**src/rtl/pe_start_token_consumer.sv**
```systemverilog
// Start-token FIFO read port driving the ap_start/ap_ready/ap_done handshake of one PE,
// with a credit limit on invocations that are started but not yet done.
module pe_start_token_consumer #(
  parameter int unsigned DATA_WIDTH      = 1,
  parameter int unsigned MAX_OUTSTANDING = 2,
  parameter int unsigned CNT_WIDTH       = 16,
  localparam int unsigned OUT_WIDTH      = $clog2(MAX_OUTSTANDING + 1)
) (
  input  logic                  ap_clk,
  input  logic                  ap_rst,
  input  logic                  if_empty_n,
  input  logic [DATA_WIDTH-1:0] if_dout,
  output logic                  if_read,
  output logic                  pe_ap_start,
  output logic [DATA_WIDTH-1:0] pe_token,
  input  logic                  pe_ap_ready,
  input  logic                  pe_ap_done,
  output logic [OUT_WIDTH-1:0]  outstanding,
  output logic [CNT_WIDTH-1:0]  launch_cnt,
  output logic [CNT_WIDTH-1:0]  done_cnt,
  output logic                  all_idle,
  output logic                  err_underflow
);

  typedef enum logic [0:0] {StIdle, StStart} state_e;

  localparam logic [OUT_WIDTH:0] MaxOutW = (OUT_WIDTH + 1)'(MAX_OUTSTANDING);

  state_e                state_q, state_d;
  logic [DATA_WIDTH-1:0] token_q, token_d;
  logic [OUT_WIDTH-1:0]  outstanding_q, outstanding_d;
  logic [CNT_WIDTH-1:0]  launch_cnt_q, done_cnt_q;
  logic                  err_q, err_d;

  logic                  launch;
  logic                  credit_ok;
  logic [OUT_WIDTH:0]    credit_sum;

  assign launch     = (state_q == StStart) & pe_ap_ready;
  // A same-cycle done pulse is deliberately not counted as returned credit.
  assign credit_sum = {1'b0, outstanding_q} + {{OUT_WIDTH{1'b0}}, launch};
  assign credit_ok  = credit_sum < MaxOutW;

  always_comb begin
    if_read = 1'b0;
    state_d = state_q;
    token_d = token_q;
    if (!ap_rst && if_empty_n && credit_ok && ((state_q == StIdle) || launch)) begin
      if_read = 1'b1;
    end
    unique case (state_q)
      StIdle: begin
        if (if_read) begin
          state_d = StStart;
          token_d = if_dout;
        end
      end
      StStart: begin
        if (launch) begin
          if (if_read) begin
            token_d = if_dout;
          end else begin
            state_d = StIdle;
          end
        end
      end
      default: state_d = StIdle;
    endcase
  end

  always_comb begin
    outstanding_d = outstanding_q;
    err_d         = err_q;
    if (launch && !pe_ap_done) begin
      outstanding_d = outstanding_q + OUT_WIDTH'(1);
    end else if (!launch && pe_ap_done) begin
      if (outstanding_q == '0) begin
        err_d = 1'b1;
      end else begin
        outstanding_d = outstanding_q - OUT_WIDTH'(1);
      end
    end
  end

  always_ff @(posedge ap_clk) begin
    if (ap_rst) begin
      state_q       <= StIdle;
      token_q       <= '0;
      outstanding_q <= '0;
      launch_cnt_q  <= '0;
      done_cnt_q    <= '0;
      err_q         <= 1'b0;
    end else begin
      state_q       <= state_d;
      token_q       <= token_d;
      outstanding_q <= outstanding_d;
      err_q         <= err_d;
      if (launch) begin
        launch_cnt_q <= launch_cnt_q + CNT_WIDTH'(1);
      end
      if (pe_ap_done) begin
        done_cnt_q <= done_cnt_q + CNT_WIDTH'(1);
      end
    end
  end

  assign pe_ap_start   = (state_q == StStart);
  assign pe_token      = token_q;
  assign outstanding   = outstanding_q;
  assign launch_cnt    = launch_cnt_q;
  assign done_cnt      = done_cnt_q;
  assign err_underflow = err_q;
  assign all_idle      = (state_q == StIdle) & ~if_empty_n & (outstanding_q == '0);

endmodule

```
**config.mk**
```make
export PLATFORM = sky130hd
export DESIGN_NAME = pe_start_token_consumer
export DESIGN_NICKNAME = d
export VERILOG_FILES = /design/src/rtl/pe_start_token_consumer.sv
export SDC_FILE = /design/constraint.sdc
export NUM_CORES = 1
export LEC_CHECK = 0
export CELL_PAD_IN_SITES_DETAIL_PLACEMENT = 1
export CELL_PAD_IN_SITES_GLOBAL_PLACEMENT = 1
export CORE_ASPECT_RATIO = 1.4
export CORE_MARGIN = 3
export CORE_UTILIZATION = 25
export DETAILED_ROUTE_END_ITERATION = 12
export HOLD_SLACK_MARGIN = 0.08
export PLACE_DENSITY_LB_ADDON = 0.1
export RECOVER_POWER = 25
export SYNTH_ARGS = -nofsm -noshare
export SYNTH_HDL_FRONTEND = slang
export SYNTH_SLANG_ARGS = --single-unit
export TNS_END_PERCENT = 30
```
**constraint.sdc**
```tcl
create_clock -name ap_clk -period 1.8 [get_ports ap_clk]
set_input_delay 0.36 -clock ap_clk [delete_from_list [all_inputs] [get_ports ap_clk]]
set_output_delay 0.36 -clock ap_clk [all_outputs]
set_load 0.01 [all_outputs]
```
==> impl_metrics.yaml, run 1 <==
critical_path:
  critPathBufInv: 2
  required_ns: 1.44
  start_kind: "input pin"
  cp_max_fo: 2
  max_stage_delay_ns: 0.48
  path_cells: "clkdlybuf4s50_1, nand2b_1, a211oi_2, buf_2"
  arrival_ns: 1.37
  timing.critical_path.slowest_stage_cell: "clkdlybuf4s50_1"
  crit_family: "buffers and inverters"
  critical_path_class: "in2out"
  crit_path_end_kind: "output port"
clocking:
  cts_sinks: 37
  cts_buffers: 5
  clk_latency_ns: 0.29
  root_buffer: "clkbuf_8"
  cts_max_path_buffers: 2
  post_cts_buffers: 0
  htree_levels: 2
  cts_tree: "built"
  path_clk_slew_ns: 0.08
power_and_ir_drop:
  p_sw_uw: 379
  peakVddDrop_v: 0.000275
  power_frac_comb: 0.071
  switching_share: 0.220
  pwr_density_cell_nw_per_um2: 689
  p_clk_frac: 0.441
  p_leak_uw: 0.000915
  p_int_uw: 1340
  p_seq_frac: 0.488
die:
  placeableCoreArea_um2: 6700
  die_h_um: 105
  io_pins: 45
  start_util: 0.262
  die_area_um2: 8070
  die_w_um: 76.8
  std_cell_rows: 35
timing:
  fin_skew_ns: 0.00534
  post-route-period-util: 0.963
  slew_violations: 0
  worst-slew-pin-transition_ns: 0.444
  rsz0062_at_grt: "false"
  setup_viol: 0
  max_freq_ghz: 0.577
  layout_min_cycle_time_ns: 1.73
  finalHoldViolCount: 0
  max-slew-margin-rel: 0.704
yosys:
  synthDistinctLibCells: 39
  netlist_instances: 198
  synth.avg_cell_area_um2: 8.86
  yosysWarnings: 0
  async_flop_share: 0
  ys_ff_latch: 37
  ys_seq_area_frac: 0.422
  synth-edff-count: 0
  synthesis.area_um2: 1750
  synth_top_flop_cell: "dfxtp_1"
  syn_nets: 208
place:
  place_hpwl_um: 3330
  place_congestion: 0.706
  portBuffers: 44
  placed_cell_area_um2: 2400
run_status:
  status: "complete, no violations"
layout:
  drive_above_1_share: 0.135
  fill_cells: 805
  seq_area_um2: 741
  fin_util: 0.373
  final_area_um2: 2500
  multi_input_area_um2: 952
  final_nets: 269
  syn2layout_area_growth_pct: 42.6
  antennaDiodeCount: 0
global_routing:
  grt_overflow_total: 0
  antenna_found_initial: 0
  grt_pass1_vias: 1644
  grt_pass1_wl_um: 8030
  grt_max_degree: 42
  grt_usage: 0.123
routing:
  drt-total-wl_um: 4550
  drcViolationCount: 0
  drt-vias-per-instance: 4.56
  first_pass_iters: 2
  vias: 1606
  drtAntennaViolNets: 0
  wl_per_cell_um: 12.9
  first_iter_violations: 51
hold_path:
  hold_path.class: "reg2reg"
job:
  maxCapViolations: 0
==> layout by cell type, fill, tap and decap left out, types with 2 or more instances in the layout <==
cell | Yosys | routed
a21oi_1 | 11 | 11
buf_4 | 0 | 16
clkbuf_1 | 3 | 2
clkbuf_8 | 0 | 6
clkdlybuf4s50_1 | 0 | 42
dfxtp_1 | 37 | 37
ha_1 | 4 | 4
inv_1 | 5 | 5
mux2_1 | 2 | 2
mux2i_1 | 2 | 2
nand2_1 | 15 | 15
nand2b_1 | 4 | 4
nand3_1 | 9 | 9
nand4_1 | 8 | 9
nor2_1 | 29 | 29
nor2b_1 | 4 | 4
nor3_1 | 2 | 2
nor4_1 | 6 | 7
o21ai_0 | 9 | 9
or3_1 | 4 | 4
xnor2_1 | 10 | 10
xor2_1 | 10 | 10
==> stage by stage <==
step / setup slack (ns) / power (uW) / setup TNS (ns) / hold slack [ns] / instances
6_report: 0.0661 / 1720 / 0 / 0.483 / 352
5_1_grt: 0.00768 / 1800 / 0 / 0.526 / 352
4_1_cts: 0.0318 / 1760 / 0 / 0.496 / 352
3_3_place_gp: -0.405 / 990 / -1.27 / 0.459 / 344
2_1_floorplan: 0.265 / 918 / 0 / 0.502 / 198
3_5_place_dp: -0.381 / 991 / -1.25 / 0.478 / 344
==> timing repair <==
action,CTS,global route
hold endpoints to repair,0,0
pin swaps,1,1
hold buffers,0,0
resized for setup,5,1
endpoints found under the setup margin,2,2
==> cells by family after synthesis <==
| logic type | Yosys count | share of synthesized area |
|---|---|---|
| flops | 37 | 0.422 |
| fa+ha+maj | 4 | 0.0285 |
| mux | 4 | 0.0243 |
| buf+inv | 12 | 0.0307 |
| xor+xnor | 20 | 0.0999 |
| compound gates | 24 | 0.0806 |
| simple gates | 97 | 0.314 |
==> synthesized netlist by cell type, drive strengths merged (2+ instances only) <==
master	count	area, um2
nor3	3	26.3
nor3b	2	15.0
a21oi	11	55.1
inv	5	18.8
nor2	30	115
mux2i	2	20.0
ha	4	50.1
nor4	8	62.6
nand4	11	96.3
xor2	10	87.6
dfxtp	37	741
nand2	15	56.3
mux2	2	22.5
xnor2	10	87.6
nand3	9	45.0
nor2b	4	25.0
clkbuf	3	11.3
o21ai	9	45.0
buf	4	23.8
and2	2	15.0
and4	3	30.0
or3	4	25.0
nand2b	4	25.0
==> flip-flops by register name, summed over array words and instances, names as in the netlist <==
register / flops
outstanding: 2
done_cnt: 16
launch_cnt: 16
pe_ap_start: 1
pe_token: 1
err_underflow: 1
==> power groups by stage <==
stage               Combinational, uW  Sequential [uW]  Clock [uW]
finish                            122              841         760
global route                      136              843         820
CTS                               127              842         793
detailed placement                128              862           0
global placement                  128              862           0
floorplan                        51.0              867           0
==> path summary, 6_finish.rpt <==
check,from,endpoint,slack [ns],cells past startpoint
setup reg to reg,pe_ap_start$_SDFF_PP0_,launch_cnt[15]$_SDFFE_PP0N_,0.29,5
hold / removal,err_underflow$_SDFFE_PP0P_,err_underflow$_SDFFE_PP0P_,0.48,2
hold reg to reg,err_underflow$_SDFFE_PP0P_,err_underflow$_SDFFE_PP0P_,0.48,2
setup / recovery,pe_ap_ready,if_read,0.07,4
==> worst min-delay path, cell delays in order, from the launching register on <==
cell and delay [ns]:
dfxtp_1 0.34, a21oi_1 0.04, nor2_1 0.07
==> layer usage <==
metal,GRT usage,vias to the layer above,part of all wire
met3,0.0276,5,0.034
met5,0,-,0
li1,-,807,-
met4,0.0427,0,0.0099
met1,0.140,765,0.43
met2,0.222,29,0.53
==> cell type report <==
class	instances	area share
clock buffer	7	0.0345
tap	92	0.0460
clock inverter	1	0.0120
multi-input combinational	149	0.381
sequential	37	0.296
timing repair buffer	61	0.223
inverter	5	0.00750
No activity file was read; power rests on OpenSTA's default activity.
==> run 2: changes to the inputs <==
Settings changed: CORE_UTILIZATION 25 to 36.
==> run 2 against run 1 <==
Final area fell by 4.1%. Via count hardly changed. Highest routed layer unchanged. Sequential share of layout area grew 1.4 points.
==> impl_metrics.yaml, run 2 (synthesized netlist as in run 1, its figures left out) <==
run_status:
  status: "complete, no violations"
routing:
  drcViolationCount: 0
  first_iter_violations: 83
  vias: 1607
  first_pass_iters: 3
  drt-vias-per-instance: 5.09
  drt-total-wl_um: 4770
  wl_per_cell_um: 15.1
  drtAntennaViolNets: 0
job:
  maxCapViolations: 0
layout:
  layout_common_cells: "clkdlybuf4s50_1 (40), dfxtp_1 (35), nor2_1 (29), nand2_1 (15), a21oi_1 (11)"
  antennaDiodeCount: 0
  final_nets: 263
  drive_above_1_share: 0.130
  fin_cells: 316
  syn2layout_area_growth_pct: 36.7
  final_common_cell: "clkdlybuf4s50_1"
hold_path:
  hold_path_end: "err_underflow$_SDFFE_PP0P_"
  holdPathStages: 2
  hp-start: "err_underflow$_SDFFE_PP0P_"
  hold_path.class: "reg2reg"
critical_path:
  crit_path_end_kind: "output port"
  max_stage_delay_ns: 0.53
  r2r_cells: 4
  arrival_ns: 1.37
  path_cells: "buf_4, clkdlybuf4s50_1"
  critical_path_class: "reg2out"
  crit_family: "buffers and inverters"
  cp_max_fo: 6
  rr_endpoint: "done_cnt[14]$_SDFFE_PP0P_"
  required_ns: 1.44
  regToRegSetupSlack_ns: 0.25
  start_kind: "register"
  critPathBufInv: 2
  timing.critical_path.slowest_stage_cell: "clkdlybuf4s50_1"
  r2r-start: "done_cnt[3]$_SDFFE_PP0P_"
die:
  start_util: 0.381
  placeableCoreArea_um2: 4610
  die_h_um: 88.6
  die_w_um: 65.0
  io_pins: 45
  std_cell_rows: 29
  die_area_um2: 5760
timing:
  layout_min_cycle_time_ns: 1.73
  slew_violations: 0
  rsz0062_at_grt: "false"
  max_freq_ghz: 0.577
  worst-slew-pin-transition_ns: 0.436
  fin_skew_ns: 0.00483
  max-slew-margin-rel: 0.709
  post-route-period-util: 0.963
  setup_viol: 0
  finalHoldViolCount: 0
  fin_ws_ns: 0.0668
power_and_ir_drop:
  p_leak_uw: 0.000886
  pwr_density_cell_nw_per_um2: 637
  peakVddDrop_v: 0.000496
clocking:
  root_buffer: "clkbuf_8"
  cts_sinks: 37
  clk_latency_ns: 0.29
  cts_buffers: 5
  post_cts_buffers: 0
  cts_max_path_buffers: 2
  path_clk_slew_ns: 0.07
  htree_levels: 2
  cts_tree: "built"
place:
  portBuffers: 44
  dp_worst_setup_slack_ns: -0.316
  place_hpwl_um: 3630
  place_congestion: 0.815
  place_inst: 308
global_routing:
  grt_pass1_wl_um: 8000
  antenna_found_initial: 0
  grt_overflow_total: 0
  grt_max_degree: 42
  grt_pass1_vias: 1690
  grt_usage: 0.181
## run 2: how the worst max path moves through the flow
stage | startpoint | end | slack, ns | depth (start not counted)
detailed placement | if_empty_n | if_read | -0.32 | 4
global route | launch_cnt[1]$_SDFFE_PP0N_ | launch_cnt[1] | 0.005 | 2
global placement | pe_ap_ready | if_read | -0.27 | 4
finish | outstanding[0]$_SDFFE_PP0P_ | outstanding[0] | 0.07 | 2
floorplan | pe_ap_start$_SDFF_PP0_ | outstanding[1]$_SDFFE_PP0P_ | 0.27 | 6
CTS | if_empty_n | if_read | 0.004 | 4
## run 2: where the power goes
part	total (uW)	internal [uW]	switching (uW)	leakage [uW]
Combinational	117	58.5	58.6	0.000541
Clock	566	268	298	0.0000450
Sequential	845	830	14.5	0.000300
## run 2: timing repair
| item | CTS | global route |
|---|---|---|
| endpoints found under the setup margin | 2 | 3 |
| resized for setup | 4 | 3 |
| pin swaps | 0 | 1 |
| hold buffers | 0 | 0 |
## run 2: layout make-up
type | instances | area (um2)
clock inverter | 2 | 10.0
sequential | 37 | 743
clock buffer | 6 | 72.6
fill | 565 | 2210
multi-input combinational | 149 | 960
inverter | 5 | 18.8
timing repair buffer | 55 | 517
tap | 62 | 77.6
## run 2: stage by stage
stage / utilization / power, uW / setup TNS [ns] / hold slack [ns] / instance area [um2]
detailed placement: 0.503 / 986 / -1.62 / 0.469 / 2320
finish: 0.521 / 1530 / 0 / 0.466 / 2400
global placement: 0.503 / 978 / -0.715 / 0.456 / 2320
CTS: 0.521 / 1550 / 0 / 0.487 / 2400
global route: 0.521 / 1610 / 0 / 0.497 / 2400
floorplan: - / 918 / 0 / 0.502 / 1750
## run 2: tightest hold or removal path, cell delays in order, from the launching register on
cell and delay, ns:
dfxtp_1 0.33, a21oi_1 0.04, nor2_1 0.07
## run 2: routing by layer
layer,vias up,routed length (um),global-route usage
met5,-,0,0
met4,0,56,0.0635
met3,6,129,0.0432
met2,24,2730,0.353
met1,784,1860,0.185
li1,793,-,-
